File: src/rtl/dump_pkg.sv
// Shared types and sizing helpers for the CPU state-dump engine.
package dump_pkg;

  typedef enum logic [2:0] {
    IDLE,
    FREEZE,
    PC,
    REG,
    MEM,
    DRAIN
  } dump_state_e;

  localparam int unsigned RF_ADDR_W = 5;
  localparam int unsigned DM_ADDR_W = 32;

  // Words in one complete dump: PC, every register, every memory word.
  function automatic int unsigned dump_words(input int unsigned nr, input int unsigned nm);
    return 1 + nr + nm;
  endfunction

  // Index counter width; never narrower than one bit.
  function automatic int unsigned idx_width(input int unsigned nr, input int unsigned nm);
    int unsigned m;
    m = (nr > nm) ? nr : nm;
    return (m > 1) ? $clog2(m) : 1;
  endfunction

endpackage

File: src/rtl/dump_out_stage.sv
// Single-entry valid/ready output register carrying a data word and a last marker.
module dump_out_stage #(
  parameter int unsigned DATA_W = 32
) (
  input  logic              clk_i,
  input  logic              rst_i,
  input  logic              load_i,
  input  logic [DATA_W-1:0] data_i,
  input  logic              last_i,
  output logic              can_load_o,
  output logic              fire_o,
  output logic [DATA_W-1:0] dout_o,
  output logic              dout_valid_o,
  output logic              dout_last_o,
  input  logic              dout_ready_i
);

  logic [DATA_W-1:0] data_q, data_d;
  logic              valid_q, valid_d;
  logic              last_q, last_d;

  assign can_load_o = !valid_q || dout_ready_i;
  assign fire_o     = valid_q && dout_ready_i;

  always_comb begin
    data_d  = data_q;
    valid_d = valid_q;
    last_d  = last_q;
    if (load_i && can_load_o) begin
      data_d  = data_i;
      valid_d = 1'b1;
      last_d  = last_i;
    end else if (fire_o) begin
      valid_d = 1'b0;
      last_d  = 1'b0;
    end
  end

  always_ff @(posedge clk_i or negedge rst_i) begin
    if (!rst_i) begin
      data_q  <= '0;
      valid_q <= 1'b0;
      last_q  <= 1'b0;
    end else begin
      data_q  <= data_d;
      valid_q <= valid_d;
      last_q  <= last_d;
    end
  end

  assign dout_o       = data_q;
  assign dout_valid_o = valid_q;
  assign dout_last_o  = last_q;

endmodule

File: src/rtl/state_dump_unit.sv
// Freezes the CPU and streams PC, register file and data memory as 32-bit words.
module state_dump_unit
  import dump_pkg::*;
#(
  parameter int unsigned NUM_REGS = 32,
  parameter int unsigned NUM_MEM  = 32,
  parameter int unsigned DATA_W   = 32
) (
  input  logic                 clk_i,
  input  logic                 rst_i,
  input  logic                 dump_req_i,
  input  logic [DATA_W-1:0]    pc_i,
  output logic [RF_ADDR_W-1:0] rf_addr_o,
  input  logic [DATA_W-1:0]    rf_data_i,
  output logic [DM_ADDR_W-1:0] dm_addr_o,
  input  logic [DATA_W-1:0]    dm_data_i,
  output logic                 cpu_hold_o,
  output logic [DATA_W-1:0]    dout_o,
  output logic                 dout_valid_o,
  input  logic                 dout_ready_i,
  output logic                 dout_last_o,
  output logic                 busy_o
);

  localparam int unsigned   IW       = idx_width(NUM_REGS, NUM_MEM);
  localparam logic [IW-1:0] REG_LAST = IW'(NUM_REGS - 1);
  localparam logic [IW-1:0] MEM_LAST = IW'(NUM_MEM - 1);

  dump_state_e       state_q, state_d;
  logic [IW-1:0]     idx_q, idx_d;
  logic              hold_q, hold_d;
  logic              ld;
  logic [DATA_W-1:0] ld_data;
  logic              ld_last;
  logic              can_load;
  logic              fire;

  always_comb begin
    state_d = state_q;
    idx_d   = idx_q;
    ld      = 1'b0;
    ld_data = '0;
    ld_last = 1'b0;
    unique case (state_q)
      IDLE: begin
        if (dump_req_i) state_d = FREEZE;
      end
      FREEZE: begin
        state_d = PC;
      end
      PC: begin
        if (can_load) begin
          ld      = 1'b1;
          ld_data = pc_i;
          idx_d   = '0;
          state_d = REG;
        end
      end
      REG: begin
        if (can_load) begin
          ld      = 1'b1;
          ld_data = rf_data_i;
          if (idx_q == REG_LAST) begin
            idx_d   = '0;
            state_d = MEM;
          end else begin
            idx_d = idx_q + 1'b1;
          end
        end
      end
      MEM: begin
        if (can_load) begin
          ld      = 1'b1;
          ld_data = dm_data_i;
          if (idx_q == MEM_LAST) begin
            ld_last = 1'b1;
            idx_d   = '0;
            state_d = DRAIN;
          end else begin
            idx_d = idx_q + 1'b1;
          end
        end
      end
      DRAIN: begin
        if (fire) state_d = IDLE;
      end
      default: begin
        state_d = IDLE;
        idx_d   = '0;
      end
    endcase
    // Hold tracks the next state so it is a clean flop output aligned with the FSM.
    hold_d = (state_d != IDLE);
  end

  always_ff @(posedge clk_i or negedge rst_i) begin
    if (!rst_i) begin
      state_q <= IDLE;
      idx_q   <= '0;
      hold_q  <= 1'b0;
    end else begin
      state_q <= state_d;
      idx_q   <= idx_d;
      hold_q  <= hold_d;
    end
  end

  assign rf_addr_o  = (state_q == REG) ? RF_ADDR_W'(idx_q) : '0;
  assign dm_addr_o  = (state_q == MEM) ? (DM_ADDR_W'(idx_q) << 2) : '0;
  assign cpu_hold_o = hold_q;
  assign busy_o     = hold_q;

  dump_out_stage #(
    .DATA_W(DATA_W)
  ) u_out (
    .clk_i       (clk_i),
    .rst_i       (rst_i),
    .load_i      (ld),
    .data_i      (ld_data),
    .last_i      (ld_last),
    .can_load_o  (can_load),
    .fire_o      (fire),
    .dout_o      (dout_o),
    .dout_valid_o(dout_valid_o),
    .dout_last_o (dout_last_o),
    .dout_ready_i(dout_ready_i)
  );

endmodule
File: config.mk
export PLATFORM = sky130hd
export DESIGN_NAME = state_dump_unit
export DESIGN_NICKNAME = d
export VERILOG_FILES = /design/src/rtl/dump_pkg.sv /design/src/rtl/dump_out_stage.sv /design/src/rtl/state_dump_unit.sv
export SDC_FILE = /design/constraint.sdc
export NUM_CORES = 1
export LEC_CHECK = 0
export CORE_ASPECT_RATIO = 0.75
export CORE_MARGIN = 2
export CORE_UTILIZATION = 40
export DETAILED_ROUTE_END_ITERATION = 10
export PLACE_DENSITY = 0.87
export SYNTH_ARGS = -nofsm -noshare
export SYNTH_HDL_FRONTEND = slang
export SYNTH_SLANG_ARGS = --single-unit
File: constraint.sdc
create_clock -name clk_i -period 4.5 [get_ports clk_i]
set_input_delay 0.675 -clock clk_i [delete_from_list [all_inputs] [get_ports clk_i]]
set_output_delay 0.675 -clock clk_i [all_outputs]
set_load 0.005 [all_outputs]
==> impl_metrics.csv <==
group,metric,value,unit
worst_setup_path,arrival,2420,ps
global_route,grt_start_max_net_pins,45,
synth,synth_ff_type,"dfrtp_1",
floorplanning,io_pins,173,
route,avgRoutedWirePerCell,14.3,µm
global_route,grt_pass1_vias,2551,
finish,syn2layout_area_growth,54.0,%
timing,setup_viol,0,
timing,worst_pin_slew,972,ps
worst_setup_path,worst_setup_path_endpoint,"rf_addr_o[4]",
global_route,grt_overflow,0,
clock_tree,cts-hold-fix-buffers,0,
clock_tree,clock_latency,290,ps
clock_tree,cts_root_buf,"clkbuf_8",
route,postRouteAntennaNets,0,
timing,relSlewSlack,35.2,%
synth,synthArstFlopShare,100,%
clock_tree,post-cts-setup-buffers,0,
floorplanning,die_area,0.00742,mm²
floorplanning,coreArea,0.00641,mm²
timing,fin_tns_setup,0,ps
worst_setup_path,r2r_end,"u_out.dout_o[12]",
worst_setup_path,path_max_fanout,20,
synth,ys_ff_latch,43,
clock_tree,path_clk_slew,80,ps
timing,drv_slew,0,
global_route,grt_pass1_wl,12100,µm
clock_tree,cts_tree,"built",
timing,hold_viol_final,0,
min_path,worst_hold_path_type,"reg2reg",
pwr,total_power,0.00186,W
flow_run,maxCapViolCount,0,
synth,synth_area,0.00270,mm²
synth,yosys.area.top_type,"dfrtp_1",
clock_tree,post_cts_resize_count,0,
finish,layout_common_cells,"clkdlybuf4s50_1, dfrtp_1, nand2_1",
global_route,grt.total_usage,20.6,%
synth,yosys_warnings,0,
timing,post-route-min-period,3090,ps
worst_setup_path,endpoint_kind,"primary output",
synth,syn_area_per_cell,8.48,µm²
synth,synth_cell_types,31,
worst_setup_path,r2r_slack,2140,ps
route,routed_wirelength,7640,µm
placed_design,dp_hpwl,5860,µm
timing,fmax,0.324,GHz
worst_setup_path,crit_required,3830,ps
clock_tree,cts_made_buffers,5,
worst_setup_path,crit_path_start_kind,"flip-flop",
global_route,antenna_found_initial,0,
timing,rsz0062_at_grt,"no",
placed_design,io_buffers,145,
floorplanning,start_util,42.0,%
finish,antennaDiodeCount,0,
floorplanning,die_w,98.8,µm
placed_design,postPlaceCellArea,0.00405,mm²
route,route.detailed.drc,0,
route,vias_per_cell,4.89,
timing,fin_worst_skew,3.64,ps
synth,synth_top_area_share,39.9,%
synth,ys_top_cells_by_area,"dfrtp_1, mux2i_1, buf_4",
clock_tree,clock_path_buffers,2,
finish,final_common_cell,"clkdlybuf4s50_1",
synth,synth_edf_count,0,
finish,utilization,64.7,%
synth,ys_seq_area_share,39.9,%
timing,period_share,68.7,%
worst_setup_path,r2r-start,"state_q[1]",
status,status,"complete, no violations",
finish,nets,553,
floorplanning,die_h,75.1,µm
worst_setup_path,r2r_cells,6,
finish,post-route-cell-area,0.00415,mm²
clock_tree,cts_sinks,43,
floorplanning,rows,25,
route,drt_first_pass_iters,4,
route,drt_iter0_markers,71,
worst_setup_path,startpoint,"state_q[1]",
pwr,powerDensity,449,mW/mm²
worst_setup_path,crit_type,"reg2out",
clock_tree,h-tree-depth,2,
placed_design,finalWeightedCongestion,0.798,
pwr,p_leak,1.96,nW
pwr,peakVddDrop,0.000244,V
finish,drive_gt1_share,3.98,%
route,vias,2605,
synth,synth_cells,318,
==> report_power, final <==
part	switching [W]	internal, W	leakage, nW	total [W]
clock network	0.000130	0.000140	0.0515	0.000270
registers	0.000112	0.000555	0.513	0.000667
logic	0.000380	0.000546	1.40	0.000926
==> through the flow <==
| step | instances | hold slack [ps] | worst slack (ps) |
|---|---|---|---|
| 2_1_floorplan | 344 | 379 | 2740 |
| 3_3_place_gp | 525 | 468 | 1790 |
| 3_5_place_dp | 525 | 474 | 1740 |
| 4_1_cts | 533 | 493 | 1380 |
| 5_1_grt | 533 | 503 | 1170 |
| 6_report | 533 | 485 | 1410 |
==> cells by family (layout without fill, tap and decap cells) <==
logic type | Yosys count | in the layout | synth area share [%]
simple gates | 97 | 97 | 16.0
flops | 43 | 43 | 39.9
compound gates | 85 | 85 | 17.0
mux | 35 | 35 | 13.0
fa+ha+maj | 2 | 2 | 0.928
other cells | 1 | 27 | 0.139
buf+inv | 55 | 163 | 13.0
==> cells in the mapped netlist (5+ instances only) <==
cell type / number
nor2_1: 35
mux2i_1: 35
o21ai_1: 33
buf_2: 17
nor3_1: 6
and2_1: 7
inv_1: 6
buf_4: 31
o21ai_0: 5
a21oi_1: 37
nand2_1: 38
dfrtp_1: 43
==> layout make-up <==
type                            count  area (µm²)
Multi-Input combinational cell    246        1370
Timing Repair Buffer              149        1480
Clock buffer                        8         100
Fill cell                         556        2260
Tap cell                           81         101
Sequential cell                    43        1080
Inverter                            6        22.5
==> flip-flops by register name, indices dropped and copies added (netlist names) <==
register and count:
u_out.dout_valid_o 1, u_out.dout_o 32, state_q 3, u_out.dout_last_o 1, idx_q 5, busy_o 1
==> worst min-delay path by stage <==
stage,cells past startpoint,startpoint,end
after floorplan,0,rst_i,busy_o
after global placement,2,u_out.dout_o[29],u_out.dout_o[29]
after detailed placement,2,u_out.dout_o[13],u_out.dout_o[13]
after CTS,2,u_out.dout_o[13],u_out.dout_o[13]
after global routing,2,u_out.dout_o[10],u_out.dout_o[10]
final,2,u_out.dout_o[13],u_out.dout_o[13]
==> per-layer routing <==
metal  vias up  wire, µm  GRT usage [%]
li1       1290         -              -
met1      1211      3140           23.9
met2        95      3860           37.9
met3         9       570           5.57
met4         0        72           5.94
met5         -         0              0
==> worst max-delay path: stages (launching register included) <==
cell,delay (ps)
dfrtp_1,580
nand2b_1,470
buf_4,380
nor3_1,150
clkdlybuf4s50_1,530
No activity file was read; power rests on OpenSTA's default activity.
